[src/rtl/mem_dispatcher_pkg.sv]
// Shared definitions for the DDR read and write dispatchers: FSM state
// encoding, MCB command opcodes and a constant-friendly clog2 helper.
package mem_dispatcher_pkg;

  typedef enum logic [2:0] {
    WAIT_CALIB = 3'd0,
    IDLE       = 3'd1,
    ISSUE      = 3'd2,
    DRAIN      = 3'd3,
    DONE       = 3'd4
  } disp_state_t;

  localparam logic [2:0] CMD_WRITE = 3'b000;
  localparam logic [2:0] CMD_READ  = 3'b001;

  // Ceiling log2 with a floor of one bit so a counter always has a width.
  function automatic int clog2(input int value);
    int result;
    int remain;
    result = 0;
    remain = value - 1;
    while (remain > 0) begin
      result = result + 1;
      remain = remain >> 1;
    end
    if (result == 0) begin
      result = 1;
    end
    return result;
  endfunction

endpackage

[src/rtl/mem_dispatcher__read_if.sv]
// MCB-style user port: read command channel plus read-data FIFO.
// The dispatcher is the master; the memory controller side is the slave.
interface mem_dispatcher__read_if #(
  parameter int DATA_BITS = 32
);

  logic                 port_cmd_en;
  logic [2:0]           port_cmd_instr;
  logic [5:0]           port_cmd_bl;
  logic [29:0]          port_cmd_byte_addr;
  logic                 port_rd_en;
  logic [DATA_BITS-1:0] port_rd_data;
  logic                 port_rd_empty;
  logic                 port_rd_overflow;

  modport master (
    output port_cmd_en,
    output port_cmd_instr,
    output port_cmd_bl,
    output port_cmd_byte_addr,
    output port_rd_en,
    input  port_rd_data,
    input  port_rd_empty,
    input  port_rd_overflow
  );

  modport slave (
    input  port_cmd_en,
    input  port_cmd_instr,
    input  port_cmd_bl,
    input  port_cmd_byte_addr,
    input  port_rd_en,
    output port_rd_data,
    output port_rd_empty,
    output port_rd_overflow
  );

endinterface

[src/rtl/mem_dispatcher__read.sv]
// Read dispatcher: copies MACRO_TOP words from external memory into a local
// RAM, issuing one read burst of up to MICRO_TOP words at a time and
// draining the controller's read FIFO into consecutive RAM addresses.
module mem_dispatcher__read
  import mem_dispatcher_pkg::*;
#(
  parameter int MICRO_TOP     = 32,
  parameter int MACRO_TOP     = 640,
  parameter int RAM_ADDR_BITS = 10,
  parameter int DDR_PORT_BITS = 32
) (
  input  logic                     clk,
  input  logic                     rst_n,
  input  logic                     os_start,
  input  logic [29:0]              init_mem_addr,
  output logic                     busy_unit,
  output logic                     done_pulse,
  output logic                     rd_overflow_err,
  output logic [RAM_ADDR_BITS-1:0] data_out__addr,
  output logic [DDR_PORT_BITS-1:0] data_out,
  output logic                     data_out__we,
  input  logic                     mem_calib_done,
  mem_dispatcher__read_if.master   mcb
);

  localparam int TOTAL_W = clog2(MACRO_TOP + 1);
  localparam logic [29:0] BURST_BYTES = 30'(MICRO_TOP * (DDR_PORT_BITS / 8));
  localparam logic [TOTAL_W-1:0] MACRO_LAST = TOTAL_W'(MACRO_TOP);

  disp_state_t        state;
  logic [TOTAL_W-1:0] total_cnt;
  logic [TOTAL_W-1:0] total_inc;
  logic [6:0]         burst_cnt;
  logic [6:0]         burst_inc;
  logic [6:0]         burst_len;
  logic               pop;
  logic               last_in_burst;
  logic               last_in_xfer;

  // Length of the next burst given how many words are already written.
  function automatic logic [6:0] burst_length(input logic [TOTAL_W-1:0] words_done);
    int rem;
    rem = MACRO_TOP - int'(words_done);
    if (rem > MICRO_TOP) begin
      rem = MICRO_TOP;
    end
    return 7'(rem);
  endfunction

  // The FIFO is popped while draining a burst, and also in IDLE so that
  // leftovers from an aborted burst are flushed before the next start.
  assign mcb.port_rd_en     = ((state == DRAIN) || (state == IDLE)) && !mcb.port_rd_empty;
  assign mcb.port_cmd_instr = CMD_READ;

  assign pop           = mcb.port_rd_en;
  assign total_inc     = total_cnt + TOTAL_W'(1);
  assign burst_inc     = burst_cnt + 7'd1;
  assign last_in_burst = (burst_inc == burst_len);
  assign last_in_xfer  = (total_inc == MACRO_LAST);

  // Main FSM with counters; commands and RAM writes are issued as registered
  // outputs on the transition into the state that owns them.
  always_ff @(posedge clk or negedge rst_n) begin
    if (!rst_n) begin
      state                  <= WAIT_CALIB;
      busy_unit              <= 1'b1;
      done_pulse             <= 1'b0;
      rd_overflow_err        <= 1'b0;
      data_out__we           <= 1'b0;
      data_out__addr         <= '0;
      data_out               <= '0;
      mcb.port_cmd_en        <= 1'b0;
      mcb.port_cmd_bl        <= '0;
      mcb.port_cmd_byte_addr <= '0;
      total_cnt              <= '0;
      burst_cnt              <= '0;
      burst_len              <= '0;
    end else begin
      done_pulse      <= 1'b0;
      data_out__we    <= 1'b0;
      mcb.port_cmd_en <= 1'b0;
      if (mcb.port_rd_overflow) begin
        rd_overflow_err <= 1'b1;
      end
      case (state)
        WAIT_CALIB: begin
          if (mem_calib_done) begin
            state     <= IDLE;
            busy_unit <= 1'b0;
          end
        end
        IDLE: begin
          if (os_start && mcb.port_rd_empty) begin
            mcb.port_cmd_byte_addr <= init_mem_addr;
            total_cnt              <= '0;
            rd_overflow_err        <= mcb.port_rd_overflow;
            busy_unit              <= 1'b1;
            mcb.port_cmd_en        <= 1'b1;
            mcb.port_cmd_bl        <= 6'(burst_length('0) - 7'd1);
            burst_len              <= burst_length('0);
            burst_cnt              <= '0;
            state                  <= ISSUE;
          end
        end
        ISSUE: begin
          state <= DRAIN;
        end
        DRAIN: begin
          if (pop) begin
            data_out__we   <= 1'b1;
            data_out       <= mcb.port_rd_data;
            data_out__addr <= RAM_ADDR_BITS'(total_cnt);
            total_cnt      <= total_inc;
            burst_cnt      <= burst_inc;
            if (last_in_burst) begin
              if (last_in_xfer) begin
                done_pulse <= 1'b1;
                state      <= DONE;
              end else begin
                mcb.port_cmd_byte_addr <= mcb.port_cmd_byte_addr + BURST_BYTES;
                mcb.port_cmd_en        <= 1'b1;
                mcb.port_cmd_bl        <= 6'(burst_length(total_inc) - 7'd1);
                burst_len              <= burst_length(total_inc);
                burst_cnt              <= '0;
                state                  <= ISSUE;
              end
            end
          end
        end
        DONE: begin
          busy_unit <= 1'b0;
          state     <= IDLE;
        end
        default: begin
          busy_unit <= 1'b1;
          state     <= WAIT_CALIB;
        end
      endcase
    end
  end

endmodule
[src/flat_wrapper.sv]
// flat-port wrapper written by rule: the top's interface ports become plain ports
module mem_dispatcher__read_flat import mem_dispatcher_pkg::*;
#(
  parameter int MICRO_TOP     = 32,
  parameter int MACRO_TOP     = 640,
  parameter int RAM_ADDR_BITS = 10,
  parameter int DDR_PORT_BITS = 32
)
  (clk, rst_n, os_start, init_mem_addr, busy_unit, done_pulse, rd_overflow_err, data_out__addr, data_out, data_out__we, mem_calib_done, mcb_port_cmd_en, mcb_port_cmd_instr, mcb_port_cmd_bl, mcb_port_cmd_byte_addr, mcb_port_rd_en, mcb_port_rd_data, mcb_port_rd_empty, mcb_port_rd_overflow);
  mem_dispatcher__read_if mcb_i ();
  input  logic clk;
  input  logic rst_n;
  input  logic os_start;
  input  logic [29:0] init_mem_addr;
  output logic busy_unit;
  output logic done_pulse;
  output logic rd_overflow_err;
  output logic [RAM_ADDR_BITS-1:0] data_out__addr;
  output logic [DDR_PORT_BITS-1:0] data_out;
  output logic data_out__we;
  input  logic mem_calib_done;
  output wire logic [$bits(mcb_i.port_cmd_en)-1:0] mcb_port_cmd_en;
  output wire logic [$bits(mcb_i.port_cmd_instr)-1:0] mcb_port_cmd_instr;
  output wire logic [$bits(mcb_i.port_cmd_bl)-1:0] mcb_port_cmd_bl;
  output wire logic [$bits(mcb_i.port_cmd_byte_addr)-1:0] mcb_port_cmd_byte_addr;
  output wire logic [$bits(mcb_i.port_rd_en)-1:0] mcb_port_rd_en;
  input wire logic [$bits(mcb_i.port_rd_data)-1:0] mcb_port_rd_data;
  input wire logic [$bits(mcb_i.port_rd_empty)-1:0] mcb_port_rd_empty;
  input wire logic [$bits(mcb_i.port_rd_overflow)-1:0] mcb_port_rd_overflow;
  assign mcb_port_cmd_en = mcb_i.port_cmd_en;
  assign mcb_port_cmd_instr = mcb_i.port_cmd_instr;
  assign mcb_port_cmd_bl = mcb_i.port_cmd_bl;
  assign mcb_port_cmd_byte_addr = mcb_i.port_cmd_byte_addr;
  assign mcb_port_rd_en = mcb_i.port_rd_en;
  assign mcb_i.port_rd_data = mcb_port_rd_data;
  assign mcb_i.port_rd_empty = mcb_port_rd_empty;
  assign mcb_i.port_rd_overflow = mcb_port_rd_overflow;
  mem_dispatcher__read #(.MICRO_TOP(MICRO_TOP), .MACRO_TOP(MACRO_TOP), .RAM_ADDR_BITS(RAM_ADDR_BITS), .DDR_PORT_BITS(DDR_PORT_BITS)) u_core (.clk(clk), .rst_n(rst_n), .os_start(os_start), .init_mem_addr(init_mem_addr), .busy_unit(busy_unit), .done_pulse(done_pulse), .rd_overflow_err(rd_overflow_err), .data_out__addr(data_out__addr), .data_out(data_out), .data_out__we(data_out__we), .mem_calib_done(mem_calib_done), .mcb(mcb_i));
endmodule
[config.mk]
export PLATFORM = sky130hd
export DESIGN_NAME = mem_dispatcher__read_flat
export DESIGN_NICKNAME = d
export VERILOG_FILES = /design/src/rtl/mem_dispatcher_pkg.sv /design/src/rtl/mem_dispatcher__read_if.sv /design/src/rtl/mem_dispatcher__read.sv /design/src/flat_wrapper.sv
export SDC_FILE = /design/constraint.sdc
export NUM_CORES = 1
export LEC_CHECK = 0
export ABC_CLOCK_PERIOD_IN_PS = 2900
export BUFFER_PORTS_ARGS = -buffer_cell sky130_fd_sc_hd__buf_2
export CORE_UTILIZATION = 46
export CTS_CLUSTER_DIAMETER = 30
export DETAILED_ROUTE_END_ITERATION = 7
export PLACE_DENSITY = 0.75
export RECOVER_POWER = 50
export SLEW_MARGIN = 5
export SYNTH_ARGS = -nofsm -noshare
export SYNTH_HDL_FRONTEND = slang
export SYNTH_SLANG_ARGS = --single-unit
[constraint.sdc]
create_clock -name clk -period 2.9 [get_ports clk]
set_input_delay 0.29 -clock clk [delete_from_list [all_inputs] [get_ports clk]]
set_output_delay 0.29 -clock clk [all_outputs]
set_load 0.02 [all_outputs]
==> PnR_summary.wiki <==
{| class="wikitable"
! Metric !! Value
|-
| Register area || 0.00276 mm2
|-
| Total power of the final layout || 6.53 mW
|-
| Number of ports placed on the die boundary || 155
|-
| Worst Tran Pin Value || 1250 ps
|-
| Chip width || 115 um
|-
| Met3 capacity usage during global routing || 4.34%
|-
| Startpoint type of the worst setup path || register
|-
| Signed area change from the synthesized netlist to the final layout || 22.8%
|-
| Async set or reset register ratio after synthesis || 100%
|-
| Multiplexer share of the synthesized area || 1.01%
|-
| Clock tree from TritonCTS || yes
|-
| CP arrival || 2980 ps
|-
| Peak clock frequency supported by timing || 363 MHz
|-
| Gate count of the mapped netlist || 699
|-
| Vias per inst || 5.32
|-
| Slew Limit Fails || 0
|-
| Count of vias placed by the detailed router || 5483
|-
| Fraction of the mapped netlist area in compound gates || 18.1%
|-
| Worst IR drop on VDD || 0.000461 V
|-
| Run status || complete, no violations
|-
| Number of enable flip-flop cells after synthesis || 0
|-
| Number of filler cells placed in the layout || 1165
|-
| Total track usage || 22.2%
|-
| Total inserted antenna cells || 0
|-
| Capturing element type of the critical path || register
|-
| Hold WS || 116 ps
|-
| Yosys warns || 0
|-
| Top fanout value on the critical path || 8
|-
| Fraction of the yosys area taken by sequential cells || 46.5%
|-
| Antenna-violating nets left || 0
|-
| Most common library cell in the layout ignoring fill and taps || nand2_1
|-
| Overflow left after global routing || 0
|-
| Post-layout net count || 926
|-
| Violation count after the first detailed-routing iteration || 361
|-
| Required time of the critical path || 3120 ps
|-
| Share of layout cells above drive strength 1 || 18.9%
|-
| Post-CTS clock slew at the launch and capture registers of the worst setup and hold paths || 70 ps
|-
| Commonest register cell after synthesis || dfrtp_1
|-
| Max-cap check violation count || 0
|-
| Antenna violations before repair || 0
|-
| Die ar. || 0.0133 mm2
|-
| Area of the mapped netlist || 0.00592 mm2
|-
| Post-route minimum period || 2760 ps
|-
| Total clock sinks || 110
|-
| Worst setup skew after layout || 8.13 ps
|-
| Initial standard-cell utilization of the core || 47.1%
|-
| Routed length per instance || 14.3 um
|-
| Worst-case clock buffer depth || 2
|-
| Share of synthesized cell area in full adder, half adder and majority cells || 1.06%
|-
| Area occupied by multi-input gates || 0.00298 mm2
|-
| Share of the cycle needed by the critical path after routing || 95.1%
|-
| Final Hold Fails || 0
|-
| Leak Pwr || 3.34 nW
|-
| # setup viols final || 0
|-
| Mapped Avg Cell Area || 8.47 um2
|-
| Count of different cell masters after synthesis || 69
|-
| Port buffer count || 151
|-
| Via count of the first global-routing pass || 4970
|-
| Wire length of the first global-routing pass || 23.3 mm
|-
| Setup Crit Path Kind || register to register
|-
| Dominant combinational cell family by area after synthesis || simple AND/OR/NAND/NOR gates
|-
| Most frequent cells in the layout || 186 x nand2_1, 108 x dfrtp_1, 77 x clkbuf_1, 77 x buf_2, 57 x o21ai_0
|-
| Clock latency at the later pin of the worst-skew pair || 350 ps
|-
| Top Usage Layer GRT || met2
|-
| Deepest level of the CTS H-tree || 3
|-
| Placed wire-length estimate after detailed placement || 9.99 mm
|-
| Fraction of met2 tracks used by global routing || 36.4%
|-
| Vertical die dimension || 115 um
|-
| Post-synthesis share of cell area spent on xor and xnor gates || 3.38%
|-
| Largest net degree at the start of global routing || 59
|-
| Slack of the worst reg-to-reg path || 140 ps
|-
| Total Wirelength || 14.7 mm
|-
| Met1 track utilization from global routing || 29.4%
|-
| Worst min-delay path category || input pin to register
|-
| Simple logic cell fraction of the synthesized area || 24.9%
|-
| Total power divided by cell area || 898 mW/mm2
|-
| Core area || 0.0126 mm2
|-
| Clock buffer count from CTS || 9
|-
| Residual DRC count || 0
|-
| Root buf cell || clkbuf_16
|-
| First drt pass iteration count || 5
|-
| Synthesis-stage register bit count || 110
|-
| Cell row count || 41
|-
| Gpl congestion || 0.843
|-
| Max-Slew Margin vs Limit || 16.1%
|}
==> metrics by stage <==
stage | util, % | area [um2] | setup slack [ps] | instances | TNS (ps)
after floorplan | - | 5920 | 136 | 700 | 0
after global placement | 54.9 | 6900 | 107 | 1005 | 0
after detailed placement | 54.9 | 6900 | 39.3 | 1005 | 0
after CTS | 57.3 | 7200 | 1.63 | 1022 | 0
after global routing | 57.9 | 7270 | -27.5 | 1030 | -57.3
final | 57.9 | 7270 | 142 | 1030 | 0
==> flip-flops by register name, indices dropped and copies added (netlist names) <==
| signal | cells |
|---|---|
| u_core.done_pulse | 1 |
| u_core.burst_cnt | 7 |
| u_core.burst_len | 7 |
| u_core.mcb.port_cmd_bl | 6 |
| u_core.mcb.port_cmd_byte_addr | 30 |
| u_core.data_out | 32 |
| u_core.rd_overflow_err | 1 |
| u_core.state | 3 |
| u_core.busy_unit | 1 |
| u_core.total_cnt | 10 |
| u_core.data_out__addr | 10 |
| u_core.data_out__we | 1 |
| u_core.mcb.port_cmd_en | 1 |
==> worst max-delay path: stages, from the launching register on <==
cell and delay [ps]:
dfrtp_1 420, buf_6 150, buf_4 150, or3_1 320, a211oi_2 290, a211oi_1 80, o2bb2ai_1 160, o41a_4 510
nand3_4 110, ha_4 150, nand2_1 50, mux2i_1 140, a31oi_1 100
==> kinds of logic after synthesis <==
logic type	after synthesis
and+or+nand+nor	327
adders and majority gates	5
other	2
buffers and inverters	62
xor gates and xnor gates	22
muxes	6
AOI/OAI and AO/OA	165
DFF	110
==> area by class of cell <==
type	instances	area share, %
Multi-Input combinational cell	528	40.9
Sequential cell	110	37.9
Timing Repair Buffer	190	13.5
Clock buffer	13	3.30
Tap cell	172	2.96
Inverter	14	0.757
Clock inverter	3	0.602
==> path summary, 6_finish.rpt <==
check | to | depth (start not counted) | startpoint
setup / recovery | u_core.mcb.port_cmd_bl[4] | 12 | u_core.total_cnt[1]
hold / removal | u_core.rd_overflow_err | 2 | mcb_port_rd_overflow
setup reg to reg | u_core.mcb.port_cmd_bl[4] | 12 | u_core.total_cnt[1]
hold reg to reg | u_core.mcb.port_cmd_byte_addr[1] | 2 | u_core.mcb.port_cmd_byte_addr[1]
max in group asynchronous | u_core.data_out[6] | 3 | rst_n
min in group asynchronous | u_core.done_pulse | 2 | rst_n
==> repair_timing <==
| item | in CTS | in global routing |
|---|---|---|
| hold buffers | 1 | 0 |
| setup buffers | 0 | 8 |
| hold endpoints to repair | 42 | 0 |
| setup endpoints to repair | 0 | 10 |
| gates resized for setup | 0 | 18 |
==> power by group <==
part / leakage (nW) / switching (mW) / internal (mW)
registers: 1.38 / 0.448 / 1.98
clock network: 0.138 / 0.544 / 0.674
logic: 1.82 / 1.80 / 1.09
total: 3.34 / 2.79 / 3.74
==> per-layer routing <==
layer  vias to the layer above  wire length (um)  part of all wire [%]
met5                         -                 0                     0
met4                         0               185                   1.3
met3                        12               756                   5.1
met2                       180              7020                    48
met1                      2577              6720                    46
li1                       2714                 -                     -
==> cells in the mapped netlist, drive strengths merged (3+ instances only) <==
cell type | instances | area share (%)
or4 | 3 | 0.38
o22a | 7 | 1.0
nand4 | 6 | 0.74
nor4 | 4 | 0.53
or3 | 8 | 0.85
buf | 29 | 2.7
xnor2 | 15 | 2.2
clkbuf | 19 | 1.2
nor3 | 13 | 1.2
o31ai | 3 | 0.38
ha | 5 | 1.1
mux2i | 6 | 1.0
inv | 13 | 0.87
o22ai | 10 | 1.1
and4 | 3 | 0.44
nand2b | 6 | 0.63
and3 | 9 | 0.95
or2 | 4 | 0.42
nand2 | 187 | 12
xor2 | 7 | 1.2
o21ai | 57 | 4.8
dfrtp | 109 | 46
and2 | 6 | 0.63
nor2 | 42 | 2.7
a21oi | 42 | 3.7
o211ai | 3 | 0.46
a22o | 3 | 0.44
a211oi | 6 | 0.85
a31oi | 11 | 1.4
a22oi | 4 | 0.51
nand3 | 29 | 2.6
No activity file was read; power rests on OpenSTA's default activity.
